==> src/rtl/mem_pkg.sv <==
// Shared constants and state encoding for the data-memory responder.
// Address map, power-on memory contents and the FSM state type live here.
package mem_pkg;

    localparam logic [31:0] DATA_BASE   = 32'h1001_0000;
    localparam logic [31:0] INIT_WORD0  = 32'd100;
    localparam logic [31:0] INIT_WORD1  = 32'd200;
    localparam int          LATENCY_MAX = 15;

    typedef enum logic [1:0] {
        IDLE = 2'd0,
        WAIT = 2'd1,
        RESP = 2'd2
    } state_t;

    // Initial content of word i after clear.
    function automatic logic [31:0] init_word(input int i);
        if (i == 0)
            return INIT_WORD0;
        else if (i == 1)
            return INIT_WORD1;
        else
            return 32'd0;
    endfunction

endpackage

==> src/rtl/word_ram.sv <==
// DEPTH_WORDS x 32 word store: asynchronous read, synchronous write,
// and clear-driven reload of the power-on contents.
module word_ram
    import mem_pkg::*;
#(
    parameter int DEPTH_WORDS = 64,
    localparam int AW = $clog2(DEPTH_WORDS)
) (
    input  logic          clock,
    input  logic          clear,
    input  logic          we,
    input  logic [AW-1:0] addr,
    input  logic [31:0]   wdata,
    output logic [31:0]   rdata
);

    logic [31:0] mem [DEPTH_WORDS];

    always_ff @(posedge clock or posedge clear) begin
        if (clear) begin
            for (int i = 0; i < DEPTH_WORDS; i++)
                mem[i] <= init_word(i);
        end else if (we) begin
            mem[addr] <= wdata;
        end
    end

    assign rdata = mem[addr];

endmodule

==> src/rtl/data_mem_responder.sv <==
// Memory-side responder for lw/sw requests: accepts one request, waits a
// fixed number of edges, then commits the access and pulses a response.
module data_mem_responder
    import mem_pkg::*;
#(
    parameter logic [31:0] BASE_ADDR   = DATA_BASE,
    parameter int          DEPTH_WORDS = 64,
    parameter int          LATENCY     = 2
) (
    input  logic        clock,
    input  logic        clear,
    input  logic        req_valid,
    input  logic        req_write,
    input  logic [31:0] req_addr,
    input  logic [31:0] req_wdata,
    output logic        req_ready,
    output logic        resp_valid,
    output logic [31:0] resp_rdata,
    output logic        resp_error
);

    localparam int AW = $clog2(DEPTH_WORDS);

    if (LATENCY < 1 || LATENCY > LATENCY_MAX) begin : g_bad_latency
        $error("data_mem_responder: LATENCY must be in 1..15");
    end
    if (DEPTH_WORDS < 2 || (DEPTH_WORDS & (DEPTH_WORDS - 1)) != 0) begin : g_bad_depth
        $error("data_mem_responder: DEPTH_WORDS must be a power of two >= 2");
    end

    state_t        state;
    logic [3:0]    count;
    logic          cap_write;
    logic [31:0]   cap_addr;
    logic [31:0]   cap_wdata;

    logic [31:0]   offset;
    logic          bad;
    logic          commit;
    logic          ram_we;
    logic [AW-1:0] index;
    logic [31:0]   ram_rdata;

    // Handshake: a request transfers on a rising edge where req_valid and
    // req_ready are both 1; resp_valid is a one-cycle pulse with rdata/error.
    assign offset = cap_addr - BASE_ADDR;
    assign bad    = (cap_addr[1:0] != 2'b00) || (cap_addr < BASE_ADDR) ||
                    ((offset >> 2) >= 32'(DEPTH_WORDS));
    assign index  = offset[AW+1:2];
    assign commit = (state == WAIT) && (count == 4'd0);
    assign ram_we = commit && cap_write && !bad;

    word_ram #(
        .DEPTH_WORDS(DEPTH_WORDS)
    ) u_ram (
        .clock (clock),
        .clear (clear),
        .we    (ram_we),
        .addr  (index),
        .wdata (cap_wdata),
        .rdata (ram_rdata)
    );

    always_ff @(posedge clock or posedge clear) begin
        if (clear) begin
            state      <= IDLE;
            count      <= 4'd0;
            cap_write  <= 1'b0;
            cap_addr   <= 32'd0;
            cap_wdata  <= 32'd0;
            req_ready  <= 1'b1;
            resp_valid <= 1'b0;
            resp_rdata <= 32'd0;
            resp_error <= 1'b0;
        end else begin
            case (state)
                IDLE: begin
                    if (req_valid) begin
                        cap_write <= req_write;
                        cap_addr  <= req_addr;
                        cap_wdata <= req_wdata;
                        count     <= 4'(LATENCY - 1);
                        req_ready <= 1'b0;
                        state     <= WAIT;
                    end
                end
                WAIT: begin
                    if (count == 4'd0) begin
                        // Commit edge: the read uses contents before this edge.
                        resp_valid <= 1'b1;
                        resp_error <= bad;
                        resp_rdata <= (bad || cap_write) ? 32'd0 : ram_rdata;
                        state      <= RESP;
                    end else begin
                        count <= count - 4'd1;
                    end
                end
                RESP: begin
                    resp_valid <= 1'b0;
                    resp_rdata <= 32'd0;
                    resp_error <= 1'b0;
                    req_ready  <= 1'b1;
                    state      <= IDLE;
                end
                default: begin
                    resp_valid <= 1'b0;
                    resp_rdata <= 32'd0;
                    resp_error <= 1'b0;
                    req_ready  <= 1'b1;
                    state      <= IDLE;
                end
            endcase
        end
    end

endmodule

==> config.mk <==
export PLATFORM = sky130hd
export DESIGN_NAME = data_mem_responder
export DESIGN_NICKNAME = d
export VERILOG_FILES = /design/src/rtl/mem_pkg.sv /design/src/rtl/word_ram.sv /design/src/rtl/data_mem_responder.sv
export SDC_FILE = /design/constraint.sdc
export NUM_CORES = 2
export LEC_CHECK = 0
export ABC_AREA = 1
export BUFFER_PORTS_ARGS = -buffer_cell sky130_fd_sc_hd__buf_2
export CAP_MARGIN = 20
export CORE_MARGIN = 1
export CORE_UTILIZATION = 50
export CTS_BUF_LIST = sky130_fd_sc_hd__clkbuf_8
export CTS_CLUSTER_DIAMETER = 100
export DETAILED_ROUTE_END_ITERATION = 6
export PLACE_DENSITY = 0.65
export SETUP_SLACK_MARGIN = 0.4
export SYNTH_ARGS = -nofsm -noshare
export SYNTH_HDL_FRONTEND = slang
export SYNTH_SLANG_ARGS = --single-unit
==> constraint.sdc <==
create_clock -name clock -period 111.5 [get_ports clock]
set_input_delay 5.575 -clock clock [delete_from_list [all_inputs] [get_ports clock]]
set_output_delay 5.575 -clock clock [all_outputs]
set_load 0.01 [all_outputs]
After elaboration in Yosys (flattened, before gate mapping)
Cells that the tools add are included.
{"block": "op_classes", "n_eq_ne": 4, "n_mux": 21, "shift": 0, "bitwise": 3, "magnitude_cmp": 4, "div": 0, "reduce_logical": 17, "mul": 0, "addsub": 2}
{"operator": "$bwmux 2048", "n": 1}
{"operator": "$bmux 32 s6", "n": 1}
{"operator": "$demux 32 s6", "n": 1}
{"operator": "$mux 32", "n": 5}
{"operator": "$pmux 32 s2", "n": 1}
{"operator": "$lt 32x29->1 const B", "n": 1}
{"operator": "$sub 32x29->32 const B", "n": 1}
{"operator": "$ge 30x7->1 const B", "n": 1}
{"operator": "$mux 4", "n": 2}
{"operator": "$pmux 4 s2", "n": 1}
{"operator": "$reduce_and 2->1", "n": 4}
{"operator": "$ge 7x7->1 const B", "n": 1}
{"operator": "$lt 7x1->1 const B", "n": 1}
{"operator": "$not 6->7", "n": 1}
{"operator": "$pmux 1 s2", "n": 3}
{"operator": "$logic_and 1x1->1", "n": 4}
{"operator": "$logic_not 4->1", "n": 1}
{"operator": "$mux 2", "n": 2}
{"operator": "$ne 2x2->1 const B", "n": 2}
{"operator": "$pmux 2 s2", "n": 1}
{"operator": "$reduce_bool 2->1", "n": 2}
{"operator": "$sub 4x1->4 const B", "n": 1}
{"operator": "$logic_or 1x1->1", "n": 3}
{"operator": "$mux 1", "n": 3}
{"operator": "6 further kinds", "n": 7}
{"block": "totals", "memories": 0, "register_bits": 2154, "latch_bits": 0, "ram_bits": 0, "romBits": 0, "out_inout_bits": 35, "elab_cells": 124, "in_bits": 68}

Depth between registers and ports, before layout
{"block": "logic_depth", "depth_word": 8, "mapped_depth": 16, "ltp_nobuf": 13}

Hierarchy
A second synthesis with hierarchy kept.
{"block": "unflattened", "cells_unflattened": 13806, "hier_area_um2": 100848.0}
{"mod": "word_ram", "n_inst": 1, "area_each_um2": 95987.1, "seq_area_each_um2": 51256.7, "cells_each": 13195}
{"mod": "data_mem_responder", "n_inst": 1, "area_each_um2": 4860.9, "seq_area_each_um2": 2653.8, "cells_each": 611}

Worst setup path after synthesis
Ideal clock, no wire load.
{"block": "synth_timing", "path_kind": "input to register", "startpoint": "in req_valid", "endpoint": "reg cap_addr[0]", "arrival_ns": 6.399, "path_buffers": 2, "path_stages": 6, "required_time_ns": 111.434, "setup_slack_ns": 105.036, "setup_time_ns": 0.066, "path_cell_list": "nand2_1 > clkinv_1 > clkbuf_1 > clkbuf_1 > nand2_1 > nand2_1"}
{"block": "synth_between", "elab_chain_len": 1}
{"item": "from (decl)", "line_no": "data_mem_responder.sv:12", "text": "input logic req_valid,"}
{"item": "$reduce_and 2->1 (no line)"}
{"item": "to (signal assigned)", "line_no": "data_mem_responder.sv:80", "text": "cap_addr <= req_addr;"}
{"item": "to (decl)", "line_no": "data_mem_responder.sv:34", "text": "logic [31:0] cap_addr;"}
Every way passes these cells.
A chain may end at the register's enable or synchronous reset.

==> impl_metrics.env <==
export IMPL_initial_core_util_pct=50.3
export IMPL_grt_busiest_layer="met2"
export IMPL_syn_area_per_cell_sq_um=7.61
export IMPL_die_area_sq_um=210000
export IMPL_power_switching_mw=1.21
export IMPL_rows=167
export IMPL_syn_num_nets=13800
export IMPL_gp_congestion=0.902
export IMPL_min_path_type="reg2reg"
export IMPL_worstHoldStart="count[0]"
export IMPL_fmax_mhz=110
export IMPL_cellPowerDensity_nw_per_um2=23.4
export IMPL_num_vias=98600
export IMPL_dp_hpwl_um=204000
export IMPL_setup_tns_ns=0
export IMPL_finClkSkew_ns=0.0781
export IMPL_crit_chain="buf_2, inv_8, buf_4, buf_4, buf_4, buf_4, buf_12"
export IMPL_min_to="count[0]"
export IMPL_start_kind="primary input"
export IMPL_path_buf_inv=7
export IMPL_path_delay_family="buffers and inverters"
export IMPL_power_frac_comb_pct=38.5
export IMPL_switching_share_pct=46.0
export IMPL_path_clk_slew_ns=0.06
export IMPL_ys_seq_area_share_pct=51.8
export IMPL_seqPwrFrac_pct=33.7
export IMPL_report_final_slew_viol_count=0
export IMPL_design_power_total_mw=2.63
export IMPL_ios=103
export IMPL_drt_initial_drc_count=14700
export IMPL_totalWireLength_um=388000
export IMPL_period_minus_slack_ns=9.10
export IMPL_cp_required_ns=112.59
export IMPL_clockBufferDepth=4
export IMPL_grt_util_met1_pct=50.1
export IMPL_synth_cell_types=32
export IMPL_chipWidth_um=458
export IMPL_synth_seq_cells=2154
export IMPL_critical_path_class="in2async"
export IMPL_met2_usage_pct=52.1
export IMPL_cts_tree="yes"
export IMPL_gr_total_overflow=0
export IMPL_hold_violations=0
export IMPL_arrival_ns=10.19
export IMPL_maxCapViolCount=0
export IMPL_cp_slowest_stage_delay_ns=0.77
export IMPL_area_delta_synth_final_pct=7.81
export IMPL_cts_inserted_buffers=378
export IMPL_clk_latency_ns=1.13
export IMPL_route_detailed_drc=2
export IMPL_leakage_nw=62.4
export IMPL_setup_viol_count_final=0
export IMPL_coreArea_sq_um=207000
export IMPL_clkSinkCount=2154
export IMPL_ant_nets=0
export IMPL_endpoint_kind="async pin"
export IMPL_grt_pass1_vias=93900
export IMPL_r2r_cells=16
export IMPL_vdd_drop_max_v=0.0000457
export IMPL_crit_path_start="clear"
export IMPL_nets=13300
export IMPL_yosys_warnings=0
export IMPL_use_met3_pct=10.1
export IMPL_first_pass_iters=7
export IMPL_wl_per_cell_um=23.8
export IMPL_fin_crit_sh_pct=8.16
export IMPL_synth_cell_area_sq_um=104000
export IMPL_antenna_found_initial=11
export IMPL_worst_pin_slew_ns=1.21
export IMPL_grt_pass1_wl_um=583000
export IMPL_cts_setup_buffers=0
export IMPL_violations="design-rule violations"
export IMPL_timing_rr_start="cap_addr[22]"
export IMPL_cts_hold_buffers_added=0
export IMPL_cp_max_fo=160
export IMPL_cp_depth=7
export IMPL_crit_path_frequent_cell="buf_4"
export IMPL_r2r_end="u_ram.mem[913]"
export IMPL_rrSetupSlack_ns=104.32
export IMPL_critPathSlowestCell="buf_4"
export IMPL_grt_usage_pct=36.3
export IMPL_vias_per_cell=6.06
export IMPL_fp_dieH_um=458
export IMPL_cts_resized=0
export IMPL_cts_root_buf="clkbuf_8"
export IMPL_slew_headroom_pct=19.6
export IMPL_cts_htree_levels=5
export IMPL_layout_drive_gt1_share_pct=8.08
export IMPL_syn_inst=13700
export IMPL_internal_power_mw=1.42
export IMPL_min_path_cells=1
export IMPL_outcome="finished, violations left"
export IMPL_grt_max_degree=248
export IMPL_clockPowerShare_pct=27.8
export IMPL_port_buffer_count=102
export IMPL_rsz0062_at_grt="no"
worst max-delay path by stage:
stage	to	slack, ns
floorplan	cap_addr[0]	45.08
global placement	u_ram.mem[1182]	101.34
detailed placement	u_ram.mem[1871]	101.24
CTS	u_ram.mem[1183]	102.42
global route	u_ram.mem[1183]	101.93
finish	u_ram.mem[1092]	102.40
per-stage QoR:
stage	util (%)	instance area, sq um	hold slack [ns]	instances	worst slack, ns
final	54.2	112000	0.468	16300	102.40
after global placement	50.4	104000	0.456	15600	101.34
after detailed placement	50.5	104000	0.460	15600	101.24
after CTS	54.1	112000	0.471	16300	102.42
after global routing	54.2	112000	0.478	16300	101.93
after floorplan	-	104000	0.440	13700	45.08
cell type report:
cell class	count	area, sq um
Fill cell	19200	94800
Sequential cell	2154	54000
Multi-Input combinational cell	10200	44100
Clock buffer	483	6650
Tap cell	2788	3490
Timing Repair Buffer	365	2970
Clock inverter	170	802
Inverter	67	282
Antenna cell	5	12.5
cells in the mapped netlist:
cell      number  area share (%)
a21oi_2        1          0.0084
o21ai_1        2          0.0096
nand2_2        2           0.012
nor3_1        16           0.077
o22a_1        15            0.13
buf_12         4           0.077
buf_4         12           0.086
a21oi_1       34            0.16
buf_6        180             1.9
nor3_2         7           0.067
inv_2         15           0.054
inv_1         51            0.18
and2_0         1          0.0060
dfrtp_1     2147              52
nand4_2       54            0.65
o21ai_0      538             2.6
buf_1         42            0.15
dfstp_2        7            0.18
ha_1           2           0.024
nand3_1     2108              10
buf_2        155            0.74
nor2_2         4           0.024
nand2_1     5440              20
o22ai_1      439             2.6
nand3b_1       7           0.050
nand3_2        1          0.0096
nor2_4         3           0.032
clkbuf_1     813             2.9
nor2_1      1546             5.6
clkinv_1       1          0.0036
buf_8         10            0.14
nand4_1       24            0.14
power by group through the flow:
stage / Sequential [mW] / Combinational (mW) / Clock (mW)
global placement: 0.910 / 0.938 / 0
CTS: 0.894 / 0.950 / 0.736
detailed placement: 0.908 / 0.947 / 0
finish: 0.886 / 1.01 / 0.731
global route: 0.886 / 1.07 / 0.772
floorplan: 0.819 / 0.601 / 0
placed cells by master, fill, tap and decap left out, drive strengths merged:
master / instances
nand2: 5442
dfrtp: 2147
nand3: 2109
nor2: 1553
o21ai: 540
clkbuf: 483
o22ai: 439
buf: 365
inv: 205
nand4: 78
a21oi: 35
clkinv: 25
nor3: 23
o22a: 15
nand3b: 7
dfstp: 7
diode: 5
bufinv: 4
clkinvlp: 3
ha: 2
and2: 1
state kept, by name, summed over array words and instances (netlist names):
| signal | count |
|---|---|
| state | 2 |
| resp_rdata | 32 |
| cap_addr | 32 |
| count | 4 |
| req_ready | 1 |
| resp_valid | 1 |
| u_ram.mem | 2048 |
| resp_error | 1 |
| cap_write | 1 |
| cap_wdata | 32 |
worst register-to-register path, delay by kind of cell (launching register included):
family,cells,cell delay [ns]
AND/OR/NAND/NOR,11,2.11
buffers and inverters,5,4.55
flip-flops,1,0.41
metal layers:
metal  vias up  part of all wire, %
li1      43100                    -
met1     47900                   39
met2      6624                   42
met3       983                   13
met4         8                  5.3
met5         -                0.014
kinds of logic after synthesis:
kind of cell / after synthesis / synth area share, %
AOI/OAI and AO/OA: 1029 / 5.53
adders and majority gates: 2 / 0.0240
buffers and inverters: 1283 / 6.32
DFF: 2154 / 51.8
and+or+nand+nor: 9213 / 36.4
Note: power is estimated with default switching activity, not from simulation.
